## src/rtl/instr_control_unit.sv

```systemverilog
// Control sequencer for the 16-bit accumulator datapath.
// Decodes Mano-style instruction words, fetches operands over a req/ack port and sequences register-reference micro-ops.
module instr_control_unit #(
    parameter int A      = 16,
    parameter int ADDR_W = A - 4
) (
    input  logic              CLK,
    input  logic              RST,
    input  logic              ir_valid,
    output logic              ir_ready,
    input  logic [A-1:0]      ir,
    input  logic [A-1:0]      ac,
    input  logic              E,
    output logic              mem_req,
    output logic              mem_we,
    output logic [ADDR_W-1:0] mem_addr,
    output logic [A-1:0]      mem_wdata,
    input  logic              mem_ack,
    input  logic [A-1:0]      mem_rdata,
    output logic [3:0]        ALUOP,
    output logic [A-1:0]      dr,
    output logic              ac_load,
    output logic              skip,
    output logic              halt,
    output logic              illegal
);

    localparam logic [3:0] OP_AND = 4'b0000, OP_ADD = 4'b0001, OP_CLA = 4'b0010,
                           OP_CMA = 4'b0011, OP_CIR = 4'b0100, OP_CIL = 4'b0101,
                           OP_INC = 4'b0110, OP_CLE = 4'b0111, OP_CME = 4'b1000,
                           OP_SPA = 4'b1001, OP_SNA = 4'b1010, OP_SZA = 4'b1011,
                           OP_SZE = 4'b1100, OP_LDA = 4'b1101;

    typedef enum logic [2:0] {
        S_IDLE, S_INDIR, S_OPERAND, S_EXEC, S_STORE, S_RREF, S_HALTED
    } state_t;

    state_t            r_state;
    logic [1:0]        r_op;
    logic [ADDR_W-1:0] r_ea;
    logic [11:0]       r_mask;
    logic [A-1:0]      r_dr;
    logic              r_illegal;

    logic [3:0]  w_idx;
    logic [11:0] w_mask_next;
    logic [3:0]  w_rr_op;
    logic        w_rr_load;
    logic        w_rr_skip;
    logic [2:0]  w_opc;

    assign w_opc = ir[14:12];

    // Highest set mask bit wins; later loop iterations override lower ones.
    always_comb begin
        w_idx = 4'd0;
        for (int i = 0; i < 12; i++) begin
            if (r_mask[i]) w_idx = i[3:0];
        end
        w_mask_next = r_mask & ~(12'b1 << w_idx);
    end

    always_comb begin
        w_rr_op   = OP_LDA;
        w_rr_load = 1'b0;
        w_rr_skip = 1'b0;
        case (w_idx)
            4'd11: begin w_rr_op = OP_CLA; w_rr_load = 1'b1; end
            4'd10: w_rr_op = OP_CLE;
            4'd9:  begin w_rr_op = OP_CMA; w_rr_load = 1'b1; end
            4'd8:  w_rr_op = OP_CME;
            4'd7:  begin w_rr_op = OP_CIR; w_rr_load = 1'b1; end
            4'd6:  begin w_rr_op = OP_CIL; w_rr_load = 1'b1; end
            4'd5:  begin w_rr_op = OP_INC; w_rr_load = 1'b1; end
            4'd4:  begin w_rr_op = OP_SPA; w_rr_skip = ~ac[A-1]; end
            4'd3:  begin w_rr_op = OP_SNA; w_rr_skip = ac[A-1]; end
            4'd2:  begin w_rr_op = OP_SZA; w_rr_skip = (ac == '0); end
            4'd1:  begin w_rr_op = OP_SZE; w_rr_skip = ~E; end
            default: w_rr_op = OP_LDA;
        endcase
    end

    always_ff @(posedge CLK or posedge RST) begin
        if (RST) begin
            r_state   <= S_IDLE;
            r_op      <= 2'b00;
            r_ea      <= '0;
            r_mask    <= '0;
            r_dr      <= '0;
            r_illegal <= 1'b0;
        end else begin
            r_illegal <= 1'b0;
            case (r_state)
                S_IDLE: begin
                    if (ir_valid) begin
                        if (w_opc == 3'b111 && !ir[A-1]) begin
                            r_mask <= ir[11:0];
                            if (|ir[11:0]) r_state <= S_RREF;
                        end else if (!w_opc[2]) begin
                            r_op <= ir[13:12];
                            r_ea <= ir[ADDR_W-1:0];
                            if (ir[A-1])              r_state <= S_INDIR;
                            else if (ir[13:12] == 2'b11) r_state <= S_STORE;
                            else                      r_state <= S_OPERAND;
                        end else begin
                            r_illegal <= 1'b1;
                        end
                    end
                end
                S_INDIR: begin
                    if (mem_ack) begin
                        r_ea    <= mem_rdata[ADDR_W-1:0];
                        r_state <= (r_op == 2'b11) ? S_STORE : S_OPERAND;
                    end
                end
                S_OPERAND: begin
                    if (mem_ack) begin
                        r_dr    <= mem_rdata;
                        r_state <= S_EXEC;
                    end
                end
                S_EXEC:  r_state <= S_IDLE;
                S_STORE: if (mem_ack) r_state <= S_IDLE;
                S_RREF: begin
                    if (w_idx == 4'd0) begin
                        r_mask  <= '0;
                        r_state <= S_HALTED;
                    end else begin
                        r_mask <= w_mask_next;
                        if (w_mask_next == '0) r_state <= S_IDLE;
                    end
                end
                S_HALTED: r_state <= S_HALTED;
                default:  r_state <= S_IDLE;
            endcase
        end
    end

    // ALU codes that update E only ever appear in the cycle that executes them.
    always_comb begin
        ALUOP   = OP_LDA;
        ac_load = 1'b0;
        skip    = 1'b0;
        case (r_state)
            S_EXEC: begin
                ac_load = 1'b1;
                case (r_op)
                    2'b00:   ALUOP = OP_AND;
                    2'b01:   ALUOP = OP_ADD;
                    default: ALUOP = OP_LDA;
                endcase
            end
            S_RREF: begin
                ALUOP   = w_rr_op;
                ac_load = w_rr_load;
                skip    = w_rr_skip;
            end
            default: ;
        endcase
    end

    assign ir_ready  = (r_state == S_IDLE);
    assign mem_req   = (r_state == S_INDIR) || (r_state == S_OPERAND) || (r_state == S_STORE);
    assign mem_we    = (r_state == S_STORE);
    assign mem_addr  = mem_req ? r_ea : '0;
    assign mem_wdata = ac;
    assign dr        = r_dr;
    assign halt      = (r_state == S_HALTED);
    assign illegal   = r_illegal;

endmodule

```

## config.mk

```make
export PLATFORM = sky130hd
export DESIGN_NAME = instr_control_unit
export DESIGN_NICKNAME = d
export VERILOG_FILES = /design/src/rtl/instr_control_unit.sv
export SDC_FILE = /design/constraint.sdc
export NUM_CORES = 1
export LEC_CHECK = 0
export ABC_AREA = 1
export CAP_MARGIN = 20
export CORE_ASPECT_RATIO = 0.6
export CORE_UTILIZATION = 40
export CTS_CLUSTER_SIZE = 40
export DETAILED_ROUTE_END_ITERATION = 7
export HOLD_SLACK_MARGIN = 0.08
export PLACE_DENSITY = 0.77
export SETUP_SLACK_MARGIN = 0.4
export SKIP_CTS_REPAIR_TIMING = 1
export SLEW_MARGIN = 15
export SYNTH_ARGS = -nofsm -noshare
export SYNTH_HDL_FRONTEND = slang
export SYNTH_SLANG_ARGS = --single-unit
```

## constraint.sdc

```tcl
create_clock -name CLK -period 1.55 [get_ports CLK]
set_input_delay 0.31 -clock CLK [delete_from_list [all_inputs] [get_ports CLK]]
set_output_delay 0.31 -clock CLK [all_outputs]
set_load 0.01 [all_outputs]
```

### Word-level counts from Yosys, hierarchy flattened

Index checks and enable logic that the tools add are counted.
W data, S select, Z words.

| storage, ports and cells | value |
|---|---|
| register bits after elaboration | 46 |
| input port bits | 53 |
| output and inout port bits | 55 |
| logic and storage cells | 107 |

| cells by class | value |
|---|---|
| equality and inequality tests | 31 |
| shift-type cells | 1 |
| multiplexer cells | 45 |
| bitwise operators | 6 |
| reductions and logical operators | 18 |

Operator list:

| kind | number |
|---|---|
| $mux W12 | 8 |
| $pmux W12 S2 | 2 |
| $pmux W4 S11 | 1 |
| $mux W4 | 10 |
| $mux W3 | 12 |
| $pmux W3 S6 | 1 |
| $eq A4 B3 Y1 const B | 4 |
| $eq A4 B4 Y1 const B | 4 |
| $logic_not A16 Y1 | 1 |
| $pmux W4 S2 | 2 |
| $and A12 B12 Y12 | 1 |
| $eq A3 B3 Y1 const B | 4 |
| $logic_not A12 Y1 | 1 |
| $not A12 Y12 | 1 |
| $reduce_or A12 Y1 | 1 |
| $shl A1 B4 Y12 const A | 1 |
| $ne A2 B2 Y1 const B | 5 |
| $eq A4 B2 Y1 const B | 2 |
| $mux W1 | 7 |
| $reduce_and A7 Y1 | 1 |
| $eq A3 B2 Y1 const B | 2 |
| $ne A3 B2 Y1 const B | 2 |
| $reduce_and A5 Y1 | 1 |
| $reduce_or A5 Y1 | 1 |
| other kinds (19) | 26 |

### Logic depth before layout (Yosys ltp)

Gate-level depths: netlist (run 1).

| depth | value |
|---|---|
| depth in word-level cells | 18 |
| mapped depth | 20 |

### Worst setup path before layout (run 1)

OpenSTA, ideal clock, no wires.

| timing path | value |
|---|---|
| kind | flip-flop to output port |
| from | register r_mask[10] |
| to | output port skip |
| arrival | 1442 ps |
| required time | 1240 ps |
| setup slack | -202 ps |
| stages on the path, launching flop included | 10 |
| path through | dfrtp_1 -> nor2_4 -> inv_2 -> nor2_8 -> nand2_2 -> nor2_4 -> nand2_2 -> o22ai_1 -> a21oi_1 -> nor3_1 |

| on the way | value |
|---|---|
| cells in the longest elaborated chain, start to end | 5 |

Ends and longest elaborated chain:

| element | line | text |
|---|---|---|
| start, declared | 41 | `logic [11:0] r_mask;` |
| start signal, assigned | 97 | `r_mask <= ir[11:0];` |
| start signal, assigned | 129 | `r_mask <= w_mask_next;` |
| $mux W4 (*) (2 in series) | 58 | `if (r_mask[i]) w_idx = i[3:0];` |
| $eq A4 B1 Y1 (tied with other cells) | 67 | `case (w_idx)` |
| $pmux W1 S4 (*) | 67 |  |
| $mux W1 (*) | 144 | `case (r_state)` |
| end, declared | 23 | `output logic skip,` |

Mark *: on every way between the ends. The rest lies on a longest branch, timed or not.

### Worst setup path in the final report (run 1)

| timing path | value |
|---|---|
| from | register r_mask[2] |
| to | register r_state[2] |

| on the way | value |
|---|---|
| cells in the longest elaborated chain, start to end | 16 |

Ends and longest elaborated chain:

| element | line | text |
|---|---|---|
| $mux W4 (10 in series) | 58 |  |
| $shl A1 B4 Y12 | 60 | `w_mask_next = r_mask & ~(12'b1 << w_idx);` |
| $not A12 Y12 | 60 |  |
| $and A12 B12 Y12 | 60 |  |
| $logic_not A12 Y1 | 130 | `if (w_mask_next == '0) r_state <= S_IDLE;` |
| $ne A3 B3 Y1 (no line) | n/a |  |
| $reduce_and A7 Y1 (no line) | n/a |  |
| end signal, assigned | 113 | `r_state <= (r_op == 2'b11) ? S_STORE : S_OPERAND;` |
| end, declared | 38 | `state_t r_state;` |

Parallel ways exist; a longest one is shown, timed or not.
A chain may end at the register's enable or synchronous reset.

==> reports/metrics.yaml, run 1 <==
outcome: "complete, but fails checks"
violations: "setup timing"
ys_dominant_reg_cell: "sky130_fd_sc_hd__dfrtp_1"
finalSetupViolations: 63
worst-r2r-setup-slack_ns: -1.07
ir_worst_vdd_mv: 1.478
crit_path_dat_ns: 2.80
max_cap_viol_count: 0
timing.final.crit_period_ns: 2.618
final.period_utilization_pct: 168.9
r2r_cells: 22
overflow: 0
post_synth.cell_area_avg_um2: 7.781
net-switching-power_uw: 5063
crit_required_ns: 1.73
chipWidth_um: 110.8
pin_slew_with_the_least_headroom_to_its_limit_ns: 0.4487
count_of_flip_flops_with_a_built_in_enable_after_synthesis: 0
postRouteWirelength_um: 13990
place.port_buffers: 107
skew_ns: 0.005891
ys.warnings.count: 0
power.share.switching_pct: 43.91
drtIter0Drc: 364
fmax_mhz: 381.9
stdcell_count: 669
final_critical_path_setup_slack_ns: -1.068
seq_area_frac_synth_pct: 40.53
power_frac_clock_pct: 11.2
end_of_the_worst_register_to_register_path: "r_state[2]$_DFFE_PP0P_"
clk_pin_slew_worst_paths_ns: 0.07
final_layout_size_suffix_gt1_share_pct: 55.67
rows: 23
floorplan.initialDensity_pct: 42.00
grt.total_usage_pct: 25.53
via_count_of_the_first_global_routing_pass: 3194
synthDominantAreaCellType: "sky130_fd_sc_hd__dfrtp_1"
clock_tree_from_tritoncts: "done"
dp.cells: 620
place_hpwl_um: 7332
final_design_area_no_fill_um2: 5449
post-synth-top-count-cell: "sky130_fd_sc_hd__nand2_1"
largest_buffer_count_on_any_clock_path: 2
synth-async-reset-ratio_pct: 100.0
ys_seq_elements: 46
placeableCoreArea_um2: 6763
area_growth_syn_to_layout_pct: 91.85
mapped_cells: 365
critical_path_peak_fanout: 6
ant_cells: 0
layout_net_count: 635
grt_start_max_net_pins: 32
detailed_place.area_um2: 4691
crit_path_end_kind: "register"
hp-class: "in2async"
ys_top_cells_by_count: "79 x sky130_fd_sc_hd__nand2_1, 52 x sky130_fd_sc_hd__inv_1, 46 x sky130_fd_sc_hd__dfrtp_1"
fin_worst_hold_slack_ns: 0.2952
timing.slew.headroom_pct: 69.81
total_power_uw: 11530
floorplan.die_area_um2: 7453
io_pins: 108
dieHeight_um: 67.27
synth_top_area_share_pct: 40.53
clk_latency_ns: 0.29
h_tree_depth: 2
syn_area_um2: 2840
synth.net_count: 418
report.final.slew_viol_count: 0
place.gp.congestion: 0.9501
combinationalPowerShare_pct: 68.5
antenna_found_initial: 0
tritoncts.num_buffers: 5
count_of_unique_library_cells_instantiated_by_yosys: 33
rr_startpoint: "r_mask[2]$_DFFE_PP0P_"
internal_power_uw: 6468
drc_errors: 0
pwr_density_cell_nw_per_um2: 2116
crit_path_start_kind: "register"
filler_cell_count: 361
final_hold_viol_count: 0
rsz0062_at_grt: "yes"
cts.sinks: 46
timing.setup.critical_path_class: "reg2reg"
sequential_share_of_power_pct: 20.4
clockRootBuffer: "sky130_fd_sc_hd__clkbuf_16"
firstDrtPassIters: 7
postLayoutCoreUtil_pct: 80.57
grt_first_pass_wirelength_um: 14900
routed-via-count: 3919
drt-wirelength-per-cell_um: 20.91
drtAntennaViolNets: 0
p_leak_uw: 0.002749
synthTopCellsByArea: "sky130_fd_sc_hd__dfrtp_1 41%, sky130_fd_sc_hd__nand2_1 10%, sky130_fd_sc_hd__inv_1 6.9%"
vias_per_cell: 5.858
==> cells by family after synthesis <==
group / Yosys count / synth area share (%)
simple gates: 169 / 28.41
mux: 17 / 6.740
compound gates: 50 / 10.93
buf+inv: 83 / 13.39
flops: 46 / 40.53
==> power groups by stage <==
stage / Clock, uW / Sequential (uW) / Combinational (uW)
2_1_floorplan: 0 / 2270 / 3000
3_3_place_gp: 0 / 2180 / 5600
3_5_place_dp: 0 / 2220 / 5770
4_1_cts: 1260 / 2200 / 5840
5_1_grt: 1330 / 2380 / 8260
6_report: 1290 / 2350 / 7900
==> cell usage in the layout (no fill, tap or decap), drive strengths merged, types with 7 or more instances in the layout <==
cell and instances:
a21oi 12, o21ai 14, clkdlybuf4s50 36, nor2 36, nand3 25, mux2 17, nor4 7, nand2 91
inv 57, nand4 7, dfrtp 46, a31oi 14, clkbuf 26, buf 159, dlymetal6s2s 16
==> flip-flops by register name, summed over array words and instances (netlist names) <==
register and cells:
r_op 2, r_ea 12, r_mask 12, illegal 1, dr 16, r_state 3
==> cell type report <==
| class | instances | area, um^2 | share of cell area [%] |
|---|---|---|---|
| Tap cell | 87 | 108.9 | 1.998 |
| Inverter | 58 | 239.0 | 4.386 |
| Timing Repair inverter | 1 | 6.256 | 0.1148 |
| Timing Repair Buffer | 231 | 2072 | 38.03 |
| Clock inverter | 1 | 30.03 | 0.5511 |
| Multi-Input combinational cell | 239 | 1699 | 31.18 |
| Sequential cell | 46 | 1155 | 21.19 |
| Clock buffer | 6 | 138.9 | 2.549 |
==> worst max-delay path, stage by stage (launching register included) <==
cell                      delay [ns]
sky130_fd_sc_hd__dfrtp_1        0.41
sky130_fd_sc_hd__inv_2          0.08
sky130_fd_sc_hd__nand2_2        0.05
sky130_fd_sc_hd__nand2_1        0.06
sky130_fd_sc_hd__nand2_1        0.05
sky130_fd_sc_hd__nand2_1        0.07
sky130_fd_sc_hd__nand2_1        0.08
sky130_fd_sc_hd__nand2_1        0.14
sky130_fd_sc_hd__nand2_2        0.10
sky130_fd_sc_hd__nand2_4        0.14
sky130_fd_sc_hd__buf_4          0.14
sky130_fd_sc_hd__nand2_2        0.06
sky130_fd_sc_hd__buf_4          0.14
sky130_fd_sc_hd__nand2_1        0.07
sky130_fd_sc_hd__nand2_1        0.07
sky130_fd_sc_hd__nor2_2         0.11
sky130_fd_sc_hd__nand2_1        0.12
sky130_fd_sc_hd__nor2_1         0.20
sky130_fd_sc_hd__nand2_1        0.09
sky130_fd_sc_hd__nand2_2        0.13
sky130_fd_sc_hd__nand2_2        0.07
sky130_fd_sc_hd__nand2_1        0.07
sky130_fd_sc_hd__nand2_1        0.06
==> through the flow <==
stage          setup TNS [ns]  setup WS (ns)
2_1_floorplan         -0.6915        -0.1200
3_3_place_gp           -21.34        -0.8224
3_5_place_dp           -23.94        -0.9326
4_1_cts                -28.03         -1.130
5_1_grt                -28.06         -1.214
6_report               -23.93         -1.068
==> routing by layer <==
metal | GRT usage, % | routed length, um | part of all wire [%] | up-vias
met5 | 0 | 0 | 0 | -
met4 | 7.500 | 1029 | 7.4 | 0
met3 | 6.194 | 1557 | 11 | 120
met2 | 43.79 | 6217 | 44 | 345
met1 | 32.62 | 5184 | 37 | 1823
li1 | - | - | - | 1631
==> worst max-delay path by stage <==
stage,from,to,slack [ns],depth (start not counted)
final,r_mask[2]$_DFFE_PP0P_,r_state[2]$_DFFE_PP0P_,-1.07,22
after detailed placement,ac[9],skip,-0.93,7
after CTS,r_mask[2]$_DFFE_PP0P_,ALUOP[0],-1.13,14
after floorplan,r_mask[10]$_DFFE_PP0P_,skip,-0.12,9
after global routing,r_mask[2]$_DFFE_PP0P_,r_state[2]$_DFFE_PP0P_,-1.21,22
after global placement,ac[9],skip,-0.82,7
No activity file was read; power rests on OpenSTA's default activity.
==> run 2, diff against run 1 <==
- CORE_MARGIN: not set -> 2
- PLACE_DENSITY: 0.77 -> not set
- PLACE_DENSITY_LB_ADDON: not set -> 0.12
==> reports/metrics.yaml, run 2 (same netlist as run 1, synthesis figures left out) <==
most_common_cell_after_layout_fill_and_taps_aside: "sky130_fd_sc_hd__buf_4"
most-common-layout-cells: "71 x sky130_fd_sc_hd__buf_4, 57 x sky130_fd_sc_hd__nand2_1, 43 x sky130_fd_sc_hd__dfrtp_1"
total_power_uw: 10270
final_hold_viol_count: 0
outcome: "complete, but fails checks"
final_critical_path_setup_slack_ns: -0.6959
drtIter0Drc: 181
timing.slew.headroom_pct: 66.08
crit_path_end_kind: "output pin"
tritoncts.num_buffers: 5
place.port_buffers: 107
crit_path_start_kind: "register"
timing.critical_path.cells: "inv_2 -> nand2_1 -> nand2_1 -> nand2_1 -> nand2_1 -> nand2_2 -> nand2_2 -> nand2_4 -> nor2_4 -> inv_2 -> nand2_2 -> inv_2 -> a211oi_2 -> o21ai_1 -> buf_2"
largest_buffer_count_on_any_clock_path: 2
crit_required_ns: 1.24
timing.final.crit_period_ns: 2.246
critical_path.max_stage_delay_ns: 0.40
dieHeight_um: 69.27
fmax_mhz: 445.3
skew_ns: 0.004652
cts.sinks: 46
report.final.slew_viol_count: 0
firstDrtPassIters: 6
violations: "setup timing"
pwr_density_cell_nw_per_um2: 1967
chipWidth_um: 112.8
drt-wirelength-per-cell_um: 15.68
layout_net_count: 611
critical_path_peak_fanout: 6
hp-class: "in2reg"
final.period_utilization_pct: 144.9
place.gp.congestion: 0.8665
routed-via-count: 3235
max_cap_viol_count: 0
grt.total_usage_pct: 22.70
clock_tree_from_tritoncts: "done"
placeableCoreArea_um2: 6763
grt_first_pass_wirelength_um: 14370
place_hpwl_um: 7013
floorplan.die_area_um2: 7813
grt_start_max_net_pins: 47
antenna_found_initial: 0
postRouteWirelength_um: 10110
clk_latency_ns: 0.29
drtAntennaViolNets: 0
final_layout_size_suffix_gt1_share_pct: 53.41
via_count_of_the_first_global_routing_pass: 3023
largest_register_ff_count: 16
ir_worst_vdd_mv: 1.205
timing.setup.critical_path_class: "reg2out"
p_leak_uw: 0.002636
area_growth_syn_to_layout_pct: 83.83
io_pins: 108
ant_cells: 0
rsz0062_at_grt: "yes"
clockRootBuffer: "sky130_fd_sc_hd__clkbuf_16"
crit_path_dat_ns: 1.94
fin_worst_hold_slack_ns: 0.3696
clk_pin_slew_worst_paths_ns: 0.06
dpl_worst_slack_ns: -0.9014
vias_per_cell: 5.016
floorplan.initialDensity_pct: 42.00
pin_slew_with_the_least_headroom_to_its_limit_ns: 0.5041
drc_errors: 0
finalSetupViolations: 66
crit_top_cell: "sky130_fd_sc_hd__nand2_1"
slowest_stage: "sky130_fd_sc_hd__dfrtp_1"
rows: 23
overflow: 0
h_tree_depth: 2
==> run 2: cell count changes in the layout (fill, tap and decap cells not counted), sizes merged <==
cell and change:
inv -1, buf -25, bufinv -1, clkbuf +4, o21ai -2, clkdlybuf4s50 -1
dlymetal6s2s +1, nand3 -1, clkinv +2
==> run 2: worst max-delay path: cells and delay by family, from the launching register on <==
kind	cells	cell delay, ns
AO/OA/AOI/OAI	2	0.23
AND/OR/NAND/NOR	9	0.68
flip-flops	1	0.40
buffers and inverters	4	0.34
==> run 2: metal layers <==
layer  track usage [%]  up-vias  wire length [um]
met5                 0        -                 0
met4             4.878        0               148
met3             5.594       17               549
met2             35.86      110              4748
met1             31.79     1541              4665
li1                  -     1567                 -
==> run 2: final timing paths <==
path | start | to | slack, ns | depth (start not counted)
worst min-delay path | ir[12] | r_op[0]$_DFFE_PP0P_ | 0.37 | 3
worst max register to register | r_mask[2]$_DFFE_PP0P_ | r_state[2]$_DFFE_PP0P_ | -0.56 | 22
min in group asynchronous | RST | r_ea[10]$_DFFE_PP0P_ | 0.45 | 3
worst max-delay path | r_mask[3]$_DFFE_PP0P_ | ALUOP[2] | -0.70 | 15
max in group asynchronous | RST | r_state[1]$_DFFE_PP0P_ | 0.85 | 3
worst min register to register | r_mask[0]$_DFFE_PP0P_ | r_mask[0]$_DFFE_PP0P_ | 0.49 | 2
==> run 2: where the power goes <==
group          switching [uW]  total [uW]  internal (uW)
clock network             443        1030            583
registers                 450        2260           1810
logic                    3410        6990           3570
total                    4310       10300           5960
==> run 2: stage by stage <==
stage               setup TNS [ns]  instance area, um^2  util (%)  std cells
detailed placement          -21.71                 4636     68.55        611
finish                      -20.49                 5221     77.21        645
global placement            -19.64                 4636     68.55        611
CTS                         -25.44                 4771     70.55        618
floorplan                  -0.6915                 3039         -        365
global route                -25.53                 5221     77.21        645
==> run 2: layout make-up <==
cell class	instances	area [um^2]
inverter	58	234.0
clock buffer	5	125.1
clock inverter	2	10.01
multi-input combinational	236	1635
fill	484	1541
timing repair buffer	211	1953
sequential	46	1155
tap	87	108.9
